<file path="src/rtl/core_axi_mem_bridge_if.sv">
// Signal bundle between the core load/store port, the bridge and the AXI4 RAM model.
// The master view is the bridge itself; the slave view is the core plus RAM side.
interface core_axi_mem_bridge_if;
    logic        req_valid;
    logic        req_ready;
    logic [31:0] req_addr;
    logic        req_wen;
    logic [1:0]  req_size;
    logic [63:0] req_wdata;
    logic        resp_valid;
    logic [63:0] resp_rdata;
    logic        resp_err;
    logic [31:0] io_awaddr;
    logic        io_awvalid;
    logic        io_awready;
    logic [31:0] io_araddr;
    logic        io_arvalid;
    logic        io_arready;
    logic [63:0] io_rdata;
    logic [63:0] io_wdata;
    logic [7:0]  io_wstrb;
    logic        io_wvalid;
    logic        io_wready;
    logic        io_bvalid;

    modport master (
        input  req_valid, req_addr, req_wen, req_size, req_wdata,
        output req_ready, resp_valid, resp_rdata, resp_err,
        output io_awaddr, io_awvalid, io_araddr, io_arvalid, io_wdata, io_wstrb, io_wvalid,
        input  io_awready, io_arready, io_rdata, io_wready, io_bvalid
    );

    modport slave (
        output req_valid, req_addr, req_wen, req_size, req_wdata,
        input  req_ready, resp_valid, resp_rdata, resp_err,
        input  io_awaddr, io_awvalid, io_araddr, io_arvalid, io_wdata, io_wstrb, io_wvalid,
        output io_awready, io_arready, io_rdata, io_wready, io_bvalid
    );
endinterface

</file>
<file path="src/rtl/core_axi_mem_bridge.sv">
// Single-outstanding load/store to simplified AXI bridge: aligns addresses, builds
// byte strobes, extracts load data by size/offset and aborts stalled bus phases.
module core_axi_mem_bridge #(
    parameter int TIMEOUT_CYCLES = 255
) (
    input logic                   clock,
    input logic                   reset,
    core_axi_mem_bridge_if.master bus
);

    typedef enum logic [2:0] {IDLE, RD_ADDR, RD_DATA, WR, WR_RESP, RESP} state_t;

    state_t      state, state_nxt;
    logic [31:0] addr_q;
    logic        wen_q;
    logic [1:0]  size_q;
    logic [63:0] wdata_q;
    logic [7:0]  cnt;
    logic        aw_done, w_done;
    logic [63:0] rdata_q;
    logic        err_q;

    logic [2:0]  off;
    logic        accept, aw_hs, w_hs, aw_all, w_all, expired, timed, err_nxt;
    logic [63:0] load_data;

    function automatic logic is_misaligned(input logic [1:0] size, input logic [2:0] o);
        case (size)
            2'd1:    return o[0];
            2'd2:    return o[1:0] != 2'b00;
            2'd3:    return o != 3'b000;
            default: return 1'b0;
        endcase
    endfunction

    function automatic logic [7:0] strb_of(input logic [1:0] size, input logic [2:0] o);
        logic [7:0] m;
        case (size)
            2'd0:    m = 8'h01;
            2'd1:    m = 8'h03;
            2'd2:    m = 8'h0F;
            default: m = 8'hFF;
        endcase
        return m << o;
    endfunction

    function automatic logic [63:0] size_mask(input logic [1:0] size);
        case (size)
            2'd0:    return 64'h0000_0000_0000_00FF;
            2'd1:    return 64'h0000_0000_0000_FFFF;
            2'd2:    return 64'h0000_0000_FFFF_FFFF;
            default: return 64'hFFFF_FFFF_FFFF_FFFF;
        endcase
    endfunction

    assign off       = addr_q[2:0];
    assign accept    = bus.req_valid && (state == IDLE);
    assign aw_hs     = (state == WR) && !aw_done && bus.io_awready;
    assign w_hs      = (state == WR) && !w_done && bus.io_wready;
    assign aw_all    = aw_done || aw_hs;
    assign w_all     = w_done || w_hs;
    assign timed     = (state == RD_ADDR) || (state == WR) || (state == WR_RESP);
    // Expiry is evaluated one count early so the bus valid is seen for exactly TIMEOUT_CYCLES cycles.
    assign expired   = (cnt == 8'(TIMEOUT_CYCLES - 1));
    assign load_data = (bus.io_rdata >> {off, 3'b000}) & size_mask(size_q);
    assign err_nxt   = (state == RD_DATA) ? 1'b0 :
                       (state == WR)      ? !(aw_all && w_all) :
                       (state == WR_RESP) ? !bus.io_bvalid : 1'b1;

    always_ff @(posedge clock or negedge reset) begin
        if (!reset) state <= IDLE;
        else        state <= state_nxt;
    end

    always_comb begin
        state_nxt = state;
        case (state)
            IDLE: begin
                if (accept) begin
                    if (is_misaligned(bus.req_size, bus.req_addr[2:0])) state_nxt = RESP;
                    else if (bus.req_wen)                              state_nxt = WR;
                    else                                               state_nxt = RD_ADDR;
                end
            end
            RD_ADDR: begin
                if (bus.io_arready)   state_nxt = RD_DATA;
                else if (expired)     state_nxt = RESP;
            end
            RD_DATA: state_nxt = RESP;
            WR: begin
                if (aw_all && w_all)  state_nxt = bus.io_bvalid ? RESP : WR_RESP;
                else if (expired)     state_nxt = RESP;
            end
            WR_RESP: begin
                if (bus.io_bvalid || expired) state_nxt = RESP;
            end
            RESP:    state_nxt = IDLE;
            default: state_nxt = IDLE;
        endcase
    end

    always_comb begin
        bus.req_ready  = reset && (state == IDLE);
        bus.resp_valid = (state == RESP);
        bus.resp_rdata = rdata_q;
        bus.resp_err   = err_q;
        bus.io_arvalid = (state == RD_ADDR);
        bus.io_awvalid = (state == WR) && !aw_done;
        bus.io_wvalid  = (state == WR) && !w_done;
        bus.io_awaddr  = {addr_q[31:3], 3'b000};
        bus.io_araddr  = {addr_q[31:3], 3'b000};
        bus.io_wdata   = wdata_q << {off, 3'b000};
        bus.io_wstrb   = wen_q ? strb_of(size_q, off) : 8'h00;
    end

    always_ff @(posedge clock or negedge reset) begin
        if (!reset) begin
            addr_q  <= '0;
            wen_q   <= 1'b0;
            size_q  <= '0;
            wdata_q <= '0;
            aw_done <= 1'b0;
            w_done  <= 1'b0;
            cnt     <= '0;
            rdata_q <= '0;
            err_q   <= 1'b0;
        end else begin
            if (accept) begin
                addr_q  <= bus.req_addr;
                wen_q   <= bus.req_wen;
                size_q  <= bus.req_size;
                wdata_q <= bus.req_wdata;
                aw_done <= 1'b0;
                w_done  <= 1'b0;
            end else begin
                if (aw_hs) aw_done <= 1'b1;
                if (w_hs)  w_done  <= 1'b1;
            end
            if (state_nxt != state) cnt <= '0;
            else if (timed)         cnt <= cnt + 8'd1;
            if (state != RESP && state_nxt == RESP) begin
                rdata_q <= (state == RD_DATA) ? load_data : 64'd0;
                err_q   <= err_nxt;
            end
        end
    end

endmodule

</file>
<file path="src/flat_wrapper.sv">
// flat-port wrapper written by rule: the top's interface ports become plain ports
module core_axi_mem_bridge_flat 
#(
    parameter int TIMEOUT_CYCLES = 255
)
  (clock, reset, bus_req_valid, bus_req_addr, bus_req_wen, bus_req_size, bus_req_wdata, bus_req_ready, bus_resp_valid, bus_resp_rdata, bus_resp_err, bus_io_awaddr, bus_io_awvalid, bus_io_araddr, bus_io_arvalid, bus_io_wdata, bus_io_wstrb, bus_io_wvalid, bus_io_awready, bus_io_arready, bus_io_rdata, bus_io_wready, bus_io_bvalid);
  core_axi_mem_bridge_if bus_i ();
  input logic clock;
  input logic reset;
  input wire logic [$bits(bus_i.req_valid)-1:0] bus_req_valid;
  input wire logic [$bits(bus_i.req_addr)-1:0] bus_req_addr;
  input wire logic [$bits(bus_i.req_wen)-1:0] bus_req_wen;
  input wire logic [$bits(bus_i.req_size)-1:0] bus_req_size;
  input wire logic [$bits(bus_i.req_wdata)-1:0] bus_req_wdata;
  output wire logic [$bits(bus_i.req_ready)-1:0] bus_req_ready;
  output wire logic [$bits(bus_i.resp_valid)-1:0] bus_resp_valid;
  output wire logic [$bits(bus_i.resp_rdata)-1:0] bus_resp_rdata;
  output wire logic [$bits(bus_i.resp_err)-1:0] bus_resp_err;
  output wire logic [$bits(bus_i.io_awaddr)-1:0] bus_io_awaddr;
  output wire logic [$bits(bus_i.io_awvalid)-1:0] bus_io_awvalid;
  output wire logic [$bits(bus_i.io_araddr)-1:0] bus_io_araddr;
  output wire logic [$bits(bus_i.io_arvalid)-1:0] bus_io_arvalid;
  output wire logic [$bits(bus_i.io_wdata)-1:0] bus_io_wdata;
  output wire logic [$bits(bus_i.io_wstrb)-1:0] bus_io_wstrb;
  output wire logic [$bits(bus_i.io_wvalid)-1:0] bus_io_wvalid;
  input wire logic [$bits(bus_i.io_awready)-1:0] bus_io_awready;
  input wire logic [$bits(bus_i.io_arready)-1:0] bus_io_arready;
  input wire logic [$bits(bus_i.io_rdata)-1:0] bus_io_rdata;
  input wire logic [$bits(bus_i.io_wready)-1:0] bus_io_wready;
  input wire logic [$bits(bus_i.io_bvalid)-1:0] bus_io_bvalid;
  assign bus_i.req_valid = bus_req_valid;
  assign bus_i.req_addr = bus_req_addr;
  assign bus_i.req_wen = bus_req_wen;
  assign bus_i.req_size = bus_req_size;
  assign bus_i.req_wdata = bus_req_wdata;
  assign bus_req_ready = bus_i.req_ready;
  assign bus_resp_valid = bus_i.resp_valid;
  assign bus_resp_rdata = bus_i.resp_rdata;
  assign bus_resp_err = bus_i.resp_err;
  assign bus_io_awaddr = bus_i.io_awaddr;
  assign bus_io_awvalid = bus_i.io_awvalid;
  assign bus_io_araddr = bus_i.io_araddr;
  assign bus_io_arvalid = bus_i.io_arvalid;
  assign bus_io_wdata = bus_i.io_wdata;
  assign bus_io_wstrb = bus_i.io_wstrb;
  assign bus_io_wvalid = bus_i.io_wvalid;
  assign bus_i.io_awready = bus_io_awready;
  assign bus_i.io_arready = bus_io_arready;
  assign bus_i.io_rdata = bus_io_rdata;
  assign bus_i.io_wready = bus_io_wready;
  assign bus_i.io_bvalid = bus_io_bvalid;
  core_axi_mem_bridge #(.TIMEOUT_CYCLES(TIMEOUT_CYCLES)) u_core (.clock(clock), .reset(reset), .bus(bus_i));
endmodule
</file>
<file path="config.mk">
export PLATFORM = sky130hd
export DESIGN_NAME = core_axi_mem_bridge_flat
export DESIGN_NICKNAME = d
export VERILOG_FILES = /design/src/rtl/core_axi_mem_bridge_if.sv /design/src/rtl/core_axi_mem_bridge.sv /design/src/flat_wrapper.sv
export SDC_FILE = /design/constraint.sdc
export NUM_CORES = 1
export LEC_CHECK = 0
export BUFFER_PORTS_ARGS = -buffer_cell sky130_fd_sc_hd__buf_2
export CORE_AREA = 2 2 146 148
export CTS_BUF_LIST = sky130_fd_sc_hd__clkbuf_8
export DETAILED_ROUTE_END_ITERATION = 7
export DIE_AREA = 0 0 148 150
export PLACE_DENSITY = 0.91
export SYNTH_ARGS = -nofsm -noshare
export SYNTH_HDL_FRONTEND = slang
export SYNTH_SLANG_ARGS = --single-unit
</file>
<file path="constraint.sdc">
create_clock -name clock -period 4.1 [get_ports clock]
set_input_delay 0.205 -clock clock [delete_from_list [all_inputs] [get_ports clock]]
set_output_delay 0.205 -clock clock [all_outputs]
set_load 0.01 [all_outputs]
</file>
==> flow_summary.yaml, run 1 <==
routing:
  vias_per_cell: 5.99
  drt_iter0_drc: 790
  drc: 0
  final_antenna_net_count: 0
  vias: 9960
  drt_first_pass_iters: 7
  finalWirelength_um: 36500
  wl_per_cell_um: 21.9
grt:
  grt_pass1_vias: 9751
  grt_start_max_net_pins: 96
  grt.total_usage_pct: 32.1
  grt_overflow: 0
  grt_use_met1_pct: 37.8
  top_usage_layer: "met2"
  grt_pass1_wl_um: 55200
  grt_use_met2_pct: 56.9
  antenna_found_initial: 0
  met3_usage_pct: 6.07
die:
  start_util_pct: 52.4
  fp.coreArea_mm2: 0.0207
  die_h_um: 150
  design.die.area_mm2: 0.0222
  rows: 53
  die_w_um: 148
  io_pins: 376
yosys:
  post-synth-top-area-cell: "dfrtp_1"
  async_reset_ff_share_pct: 100
  synth-edff-count: 0
  synthTopCellsByArea: "dfrtp_1 41%, mux2_2 13%, mux2i_1 12%"
  seq_area_frac_synth_pct: 40.9
  ys_types: 48
  synth_warnings: 0
  synth_top_area_share_pct: 40.9
  syn_inst: 1012
  ys_ff_latch: 177
  ys.flop_type: "dfrtp_1"
  syn_area_mm2: 0.0108
  syn_avg_cell_area_um2: 10.7
clock_tree:
  cts_tree: "done"
  clock_latency_ns: 0.47
  ctsHtreeMaxLevel: 4
  clk_pin_slew_worst_paths_ns: 0.10
  numCtsBuffers: 17
  clkSinkCount: 177
  post_cts_buffers: 0
  cts_root_buf: "clkbuf_8"
  clockBufferDepth: 2
worst_setup_path:
  cp_top_family: "flip-flops"
  crit_buf_inv: 1
  r2r_setup_slack_ns: 1.22
  r2r_start: "u_core.state[0]"
  critPathCaptureType: "output pin"
  cp_max_fo: 66
  cpMaxStageDelayCell: "dfrtp_4"
  path_cells: "nand2b_1 -> o22ai_1 -> buf_2"
  r2r_cells: 7
  worst_setup_path_start_kind: "register"
  critical_path_class: "reg -> out"
  worstReg2RegEnd: "u_core.bus.resp_rdata[16]"
  slowest_delay_ns: 1.05
  required_ns: 3.89
  worstPathArrival_ns: 3.09
cells_and_area:
  nets: 1546
  layout-drive-gt1-share_pct: 41.2
  num_antenna_cells: 0
  final_core_util_pct: 66.7
  areaGrowthSynthToFinish_pct: 27.3
status:
  status: "complete, no violations"
timing:
  setup_viol: 0
  fmax_mhz: 304
  rsz0062_at_grt: "no"
  period_minus_slack_ns: 3.29
  skew_ns: 0.0193
  whs_ns: 0.0277
  final_hold_viol_count: 0
  drv_slew: 0
  tns_ns: 0
  worst_pin_slew_ns: 1.21
  max-slew-margin-rel_pct: 19.3
  fin_crit_sh_pct: 80.3
placement:
  gp_congestion: 0.947
  io_buffers: 369
  dp_hpwl_um: 24700
pwr:
  leakage_nw: 6.63
  p_per_area_mw_per_mm2: 843
  clock_power_share_pct: 11.6
  combPwrFrac_pct: 57.0
  p_int_mw: 6.18
  p_total_mw: 11.6
  vdd_drop_max_uv: 540
  switchingPower_mw: 5.46
  switching_share_pct: 46.9
  seq_power_share_pct: 31.4
flow_run:
  maxCapViolCount: 0
hold_path:
  worstHoldStart: "bus_req_addr[0]"
  whs_endpoint: "u_core.addr_q[0]"
  hold_depth: 3
  worst_hold_path_type: "in -> reg"
-- state kept, by name (all words and copies together), names as in the netlist --
name,cells
u_core.w_done,1
u_core.bus.resp_err,1
u_core.state,3
u_core.cnt,8
u_core.wen_q,1
u_core.bus.resp_rdata,64
u_core.size_q,2
u_core.aw_done,1
u_core.wdata_q,64
u_core.addr_q,32
-- worst min-delay path, delay by kind of cell --
kind / cells / cell delay [ns]
AO/OA/AOI/OAI: 1 / 0.07
buffers and inverters: 1 / 0.11
AND/OR/NAND/NOR: 1 / 0.05
-- stage by stage --
step	area [um2]	std cells	setup slack [ns]
finish	13800	1662	0.809
CTS	13800	1662	0.897
global route	13800	1662	0.674
floorplan	10900	1017	2.13
detailed placement	12400	1529	1.35
global placement	12400	1529	1.48
-- cells in the final DEF (no fill, tap or decap), types with 3 or more instances in the layout --
cell	instances
a22o_1	34
dlygate4sd3_1	101
nand2_1	43
mux2_2	124
mux4_2	21
nand3_1	4
a21oi_1	42
mux2i_1	126
o2bb2ai_1	31
inv_8	7
a31oi_1	6
or2_2	3
xor2_1	5
dfrtp_4	3
conb_1	6
nand2b_1	5
buf_2	368
buf_4	10
o22ai_1	29
a211oi_1	19
and2_1	12
clkbuf_8	18
buf_12	3
nor2_1	83
nand4_1	3
nor3_1	4
nor2b_1	15
dfrtp_1	174
inv_1	10
o21ai_0	42
-- repair_timing --
action | 4_1_cts | 5_1_grt
gates resized for setup | 0 | 0
endpoints found under the hold margin | 193 | 0
hold buffers | 101 | 0
endpoints found under the setup margin | 0 | 0
-- synthesized netlist by cell type, types with 19 or more instances --
master and n:
clkbuf_1 33, mux2i_1 126, dfrtp_1 177, a21oi_1 42, mux4_2 21, o2bb2ai_1 31, buf_4 69, nand2_1 43
o22ai_1 29, buf_2 24, nor2_1 83, a22o_1 34, a211oi_1 19, o21ai_0 42, mux2_2 124
-- kinds of logic after synthesis --
logic type               count (synthesis)  synth area share (%)
other                                    1                0.0346
XOR/XNOR                                 7                 0.566
flip-flops                             177                  40.9
adder cells (fa/ha/maj)                  2                 0.231
multiplexers                           271                  28.9
AO/OA/AOI/OAI                          218                  13.6
buffers and inverters                  156                  8.34
AND/OR/NAND/NOR                        180                  7.49
-- per-layer routing --
layer  routed length [um]  up-vias  share of wire [%]
met5                    0        -                  0
met4                 1720        0                4.7
met3                 3280      123                9.0
met2                18700      691                 51
met1                12800     4794                 35
li1                     -     4352                  -
-- worst max path at each step --
stage                           startpoint                        end  cells after the start  slack [ns]
after floorplan           u_core.addr_q[1]            bus_io_wstrb[2]                      5        2.13
after global placement     u_core.state[0]  u_core.bus.resp_rdata[31]                      7        1.48
after detailed placement   u_core.state[0]  u_core.bus.resp_rdata[16]                      7        1.35
after CTS                 u_core.addr_q[1]           bus_io_wdata[45]                      3        0.90
after global routing      u_core.addr_q[0]           bus_io_wdata[34]                      5        0.67
final                     u_core.addr_q[1]           bus_io_wdata[45]                      3        0.81
-- cell type report --
class / instances / area, um2
flip-flops and latches: 177 / 4440
repair buffers: 483 / 3000
fillers: 1532 / 6890
well taps: 275 / 344
clock inverters: 15 / 205
inverters: 11 / 41.3
multi-input cells: 684 / 5530
clock buffers: 17 / 234
-- power groups by stage --
stage               Clock (mW)  Sequential [mW]  Combinational, mW
floorplan                    0             3.14               4.89
global placement             0             3.59               6.27
detailed placement           0             3.63               6.40
CTS                       1.36             3.60               6.50
global route              1.43             3.75               7.12
finish                    1.35             3.66               6.63
(Power assumes the default switching activity.)
==> run 2: changes to the inputs <==
--- a/config.mk
+++ b/config.mk
@@ -6,11 +6,11 @@
 export NUM_CORES = 1
 export LEC_CHECK = 0
 export BUFFER_PORTS_ARGS = -buffer_cell sky130_fd_sc_hd__buf_2
-export CORE_AREA = 2 2 146 148
+export CORE_MARGIN = 1
+export CORE_UTILIZATION = 47
 export CTS_BUF_LIST = sky130_fd_sc_hd__clkbuf_8
 export DETAILED_ROUTE_END_ITERATION = 7
-export DIE_AREA = 0 0 148 150
-export PLACE_DENSITY = 0.91
+export PLACE_DENSITY = 0.87
 export SYNTH_ARGS = -nofsm -noshare
 export SYNTH_HDL_FRONTEND = slang
 export SYNTH_SLANG_ARGS = --single-unit
==> constraint.sdc (replaced) <==
create_clock -name clock -period 2.85 [get_ports clock]
set_input_delay 0.1425 -clock clock [delete_from_list [all_inputs] [get_ports clock]]
set_output_delay 0.1425 -clock clock [all_outputs]
set_load 0.01 [all_outputs]
==> run 2 against run 1 <==
  * Register-to-register slack worse by 0.92 ns
  * Critical path type unchanged
  * Sequential power is 41% higher
  * Total power is 44% higher
  * Hold slack better by 0.015 ns
==> flow_summary.yaml, run 2 (same netlist as run 1, synthesis figures left out) <==
cells_and_area:
  layout_commonest_cell: "buf_2"
  final_cell_mix: "368 x buf_2, 174 x dfrtp_1, 126 x mux2i_1"
  areaGrowthSynthToFinish_pct: 29.6
  num_antenna_cells: 0
  layout-drive-gt1-share_pct: 41.2
  nets: 1572
  stdcell_area_mm2: 0.0141
routing:
  vias_per_cell: 5.90
  drt_iter0_drc: 791
  top_layer: "met4"
  vias: 10000
  drt-met1-wl_um: 13600
  final_antenna_net_count: 0
  drt_first_pass_iters: 5
  finalWirelength_um: 36700
  drc: 0
  met2_length_um: 18400
  wl_per_cell_um: 21.6
  dr_wl_met3_um: 2940
worst_setup_path:
  worst_setup_path_start_kind: "register"
  critical_path_class: "reg -> out"
  crit_buf_inv: 2
  crit_top_cell: "mux2i_1"
  slowest_delay_ns: 0.76
  cp_max_fo: 36
  cp_top_family: "flip-flops"
  required_ns: 2.71
  r2r_setup_slack_ns: 0.30
  cpMaxStageDelayCell: "dfrtp_4"
  path_cells: "buf_4 -> mux2i_1 -> nor2_1 -> a21oi_1 -> mux2i_1 -> buf_2"
  worstPathArrival_ns: 2.50
  critPathCaptureType: "output pin"
die:
  design.die.area_mm2: 0.0237
  die_w_um: 154
  die_h_um: 154
  start_util_pct: 47.9
  io_pins: 376
  fp.coreArea_mm2: 0.0226
  rows: 55
timing:
  setup_viol: 0
  drv_slew: 0
  rsz0062_at_grt: "no"
  fmax_mhz: 378
  worst_slack_ns: 0.203
  period_minus_slack_ns: 2.65
  worst_pin_slew_ns: 0.894
  fin_crit_sh_pct: 92.9
  tns_ns: 0
  max-slew-margin-rel_pct: 40.0
  whs_ns: 0.0426
  final_hold_viol_count: 0
  skew_ns: 0.0222
grt:
  grt_pass1_vias: 9977
  grt_pass1_wl_um: 55600
  antenna_found_initial: 0
  grt_start_max_net_pins: 105
  grt.total_usage_pct: 30.5
  grt_overflow: 0
clock_tree:
  clkSinkCount: 177
  clock_latency_ns: 0.45
  ctsHtreeMaxLevel: 4
  post_cts_buffers: 0
  clk_pin_slew_worst_paths_ns: 0.11
  numCtsBuffers: 17
  postCtsResizedCells: 0
  cts_root_buf: "clkbuf_8"
  cts_hold_buf: 114
  cts_tree: "done"
  clockBufferDepth: 2
status:
  status: "complete, no violations"
pwr:
  leakage_nw: 6.75
  vdd_drop_max_uv: 813
  p_per_area_mw_per_mm2: 1190
  p_total_mw: 16.8
hold_path:
  worst_hold_path_type: "in -> reg"
placement:
  io_buffers: 369
  dp_hpwl_um: 24900
  place_ws_ns: 0.583
  gp_congestion: 0.923
  dpl-instance-area_mm2: 0.0125
flow_run:
  maxCapViolCount: 0
[run 2: worst paths after layout]
| path | cells after the start | end | start |
|---|---|---|---|
| min in group asynchronous | 2 | u_core.wdata_q[36] | reset |
| min reg2reg | 1 | u_core.bus.resp_rdata[27] | u_core.bus.resp_rdata[27] |
| max | 6 | bus_io_wdata[50] | u_core.addr_q[1] |
| min | 3 | u_core.bus.resp_rdata[51] | bus_io_rdata[51] |
| max in group asynchronous | 3 | u_core.bus.resp_rdata[58] | reset |
| max reg2reg | 6 | u_core.state[1] | u_core.state[0] |
[run 2: area by class of cell]
class | count | area [um2]
timing repair buffer | 509 | 3280
tap | 285 | 357
multi-input combinational | 684 | 5530
clock inverter | 14 | 154
sequential | 177 | 4440
clock buffer | 18 | 248
inverter | 11 | 41.3
fill | 1772 | 8590
[run 2: where the power goes]
part / switching (mW) / internal (mW) / total, mW
Clock: 0.983 / 0.821 / 1.80
Sequential: 1.52 / 3.63 / 5.15
Combinational: 5.25 / 4.55 / 9.80
Total: 7.75 / 9.01 / 16.8
[run 2: per-stage QoR]
stage	std cells	utilization, %
floorplan	1017	-
global placement	1552	55.3
detailed placement	1552	55.3
CTS	1698	62.1
global route	1698	62.1
finish	1698	62.1
[run 2: per-layer routing]
metal | track usage [%] | vias to the layer above
li1 | - | 4398
met1 | 35.1 | 4868
met2 | 53.4 | 632
met3 | 6.91 | 116
met4 | 15.3 | 0
met5 | 0 | -
[run 2: worst min-delay path: stages]
cell and delay [ns]:
buf_2 0.12, mux2i_1 0.08, o2bb2ai_1 0.12
==> run 3: changes to the inputs <==
--- a/config.mk
+++ b/config.mk
@@ -7,10 +7,10 @@
 export LEC_CHECK = 0
 export BUFFER_PORTS_ARGS = -buffer_cell sky130_fd_sc_hd__buf_2
 export CORE_MARGIN = 1
-export CORE_UTILIZATION = 47
+export CORE_UTILIZATION = 52
 export CTS_BUF_LIST = sky130_fd_sc_hd__clkbuf_8
 export DETAILED_ROUTE_END_ITERATION = 7
-export PLACE_DENSITY = 0.87
+export PLACE_DENSITY = 0.91
 export SYNTH_ARGS = -nofsm -noshare
 export SYNTH_HDL_FRONTEND = slang
 export SYNTH_SLANG_ARGS = --single-unit
==> constraint.sdc (replaced) <==
create_clock -name clock -period 2.51 [get_ports clock]
set_input_delay 0.1255 -clock clock [delete_from_list [all_inputs] [get_ports clock]]
set_output_delay 0.1255 -clock clock [all_outputs]
set_load 0.01 [all_outputs]
==> run 3 against run 2 <==
  * Die area shrank 9.5%
  * Worst setup slack worse by 0.18 ns
  * Wire length up 3.4%
  * Via count up 2.1%
  * Total power is 17% higher
  * Global-route usage rose by 4.6 points
  * Clock skew decreased by 0.0022 ns
  * First-iteration DRC count shrank 12%
  * Non-clock buffer count grew 14
  * Hold slack lost 0.0063 ns
  * Largest cell class unchanged
==> flow_summary.yaml, run 3 (same netlist as run 1, synthesis figures left out) <==
routing:
  drc: 0
  finalWirelength_um: 37900
  final_antenna_net_count: 0
  vias_per_cell: 6.03
  drt_iter0_drc: 693
  vias: 10200
  wl_per_cell_um: 22.3
  drt_first_pass_iters: 5
cells_and_area:
  n_fill_cell: 1373
  areaGrowthSynthToFinish_pct: 31.3
  layout_commonest_cell: "buf_2"
  fin_cells: 1697
  regArea_mm2: 0.00444
  stdcell_area_mm2: 0.0142
  layout-drive-gt1-share_pct: 42.1
  final_core_util_pct: 69.9
  final_cell_mix: "368 x buf_2, 174 x dfrtp_1, 124 x mux2i_1, 124 x mux2_2, 116 x dlygate4sd3_1"
  nets: 1586
  multi_input_area_mm2: 0.00556
  num_antenna_cells: 0
pwr:
  vdd_drop_max_uv: 1030
  p_total_mw: 19.7
  switching_share_pct: 47.1
  leakage_nw: 6.83
  p_int_mw: 10.4
  combPwrFrac_pct: 60.5
  seq_power_share_pct: 29.0
  clock_power_share_pct: 10.5
  switchingPower_mw: 9.28
  p_per_area_mw_per_mm2: 1380
die:
  io_pins: 376
  fp.coreArea_mm2: 0.0204
  die_w_um: 146
  start_util_pct: 53.2
  rows: 52
  design.die.area_mm2: 0.0214
  die_h_um: 146
placement:
  gp_congestion: 0.926
  io_buffers: 369
  dpl-instance-area_mm2: 0.0126
  dp_hpwl_um: 25500
  place_ws_ns: 0.336
  dp_cells: 1542
clock_tree:
  cts_root_buf: "clkbuf_8"
  numCtsBuffers: 17
  ctsHtreeMaxLevel: 4
  clockBufferDepth: 2
  clock_latency_ns: 0.47
  cts_tree: "done"
  clkSinkCount: 177
  clk_pin_slew_worst_paths_ns: 0.10
worst_setup_path:
  crit_buf_inv: 3
  cpMaxStageDelayCell: "dfrtp_4"
  cp_max_fo: 20
  slowest_delay_ns: 0.58
  critPathCaptureType: "output pin"
  required_ns: 2.38
  critical_path_class: "reg -> out"
  path_cells: "inv_2 -> buf_6 -> mux2i_2 -> nand2_1 -> o21ai_0 -> buf_2"
  worstPathArrival_ns: 2.36
  worst_setup_path_start_kind: "register"
  cp_top_family: "buffers and inverters"
  r2r_setup_slack_ns: 0.28
timing:
  fmax_mhz: 402
  worst_slack_ns: 0.0231
  fin_crit_sh_pct: 99.1
  skew_ns: 0.0200
  setup_viol: 0
  drv_slew: 0
  max-slew-margin-rel_pct: 42.8
  worst_pin_slew_ns: 0.853
  final_hold_viol_count: 0
  period_minus_slack_ns: 2.49
  rsz0062_at_grt: "yes"
grt:
  antenna_found_initial: 0
  grt_pass1_vias: 10500
  grt.total_usage_pct: 35.1
  grt_start_max_net_pins: 101
  grt_overflow: 0
  grt_pass1_wl_um: 58000
hold_path:
  worst_hold_path_type: "in -> reg"
status:
  status: "complete, no violations"
flow_run:
  maxCapViolCount: 0
==> run 3: metrics by stage <==
stage	hold slack [ns]	TNS [ns]
4_1_cts	0.00915	0
3_5_place_dp	0.0458	0
6_report	0.0364	0
5_1_grt	0.0256	-0.0173
3_3_place_gp	0.0479	0
2_1_floorplan	-0.170	0
==> run 3: timing repair <==
item	in CTS	in global routing
hold endpoints to repair	193	0
buffers inserted	0	7
endpoints found under the setup margin	1	40
hold buffers	116	0
resized for setup	2	8
==> run 3: power by group through the flow <==
stage	Sequential (mW)	Clock, mW	Combinational, mW
3_5_place_dp	5.68	0	11.1
4_1_cts	5.63	2.09	11.3
2_1_floorplan	5.13	0	7.99
3_3_place_gp	5.61	0	10.8
5_1_grt	5.80	2.21	12.6
6_report	5.70	2.07	11.9
==> run 3: layout make-up <==
cell class / instances / share of cell area, %
clock inverter: 14 / 1.15
sequential: 177 / 31.2
tap: 270 / 2.37
clock buffer: 18 / 1.74
multi-input combinational: 684 / 39.1
inverter: 11 / 0.290
timing repair buffer: 523 / 24.2
==> run 3: tightest hold or removal path: cells and delay by family <==
| family | cells | cell delay [ns] |
|---|---|---|
| buffers and inverters | 1 | 0.13 |
| AOI/OAI and AO/OA | 1 | 0.13 |
| muxes | 1 | 0.08 |
==> run 3: metal layers <==
metal	vias to the layer above	share of wire (%)	global-route usage, %
met5	-	0	0
met4	0	6.4	21.5
met3	189	8.8	7.97
met2	733	50	62.4
met1	4867	34	38.0
li1	4439	-	-
==> run 3: path summary, 6_finish.rpt <==
path | from | endpoint | depth (start not counted)
max in group asynchronous | reset | u_core.addr_q[18] | 3
max | u_core.addr_q[0] | bus_io_wdata[61] | 6
min in group asynchronous | reset | u_core.wdata_q[44] | 2
max reg2reg | u_core.state[2] | u_core.bus.resp_rdata[23] | 7
min reg2reg | u_core.bus.resp_rdata[6] | u_core.bus.resp_rdata[6] | 1
min | bus_io_rdata[53] | u_core.bus.resp_rdata[53] | 3
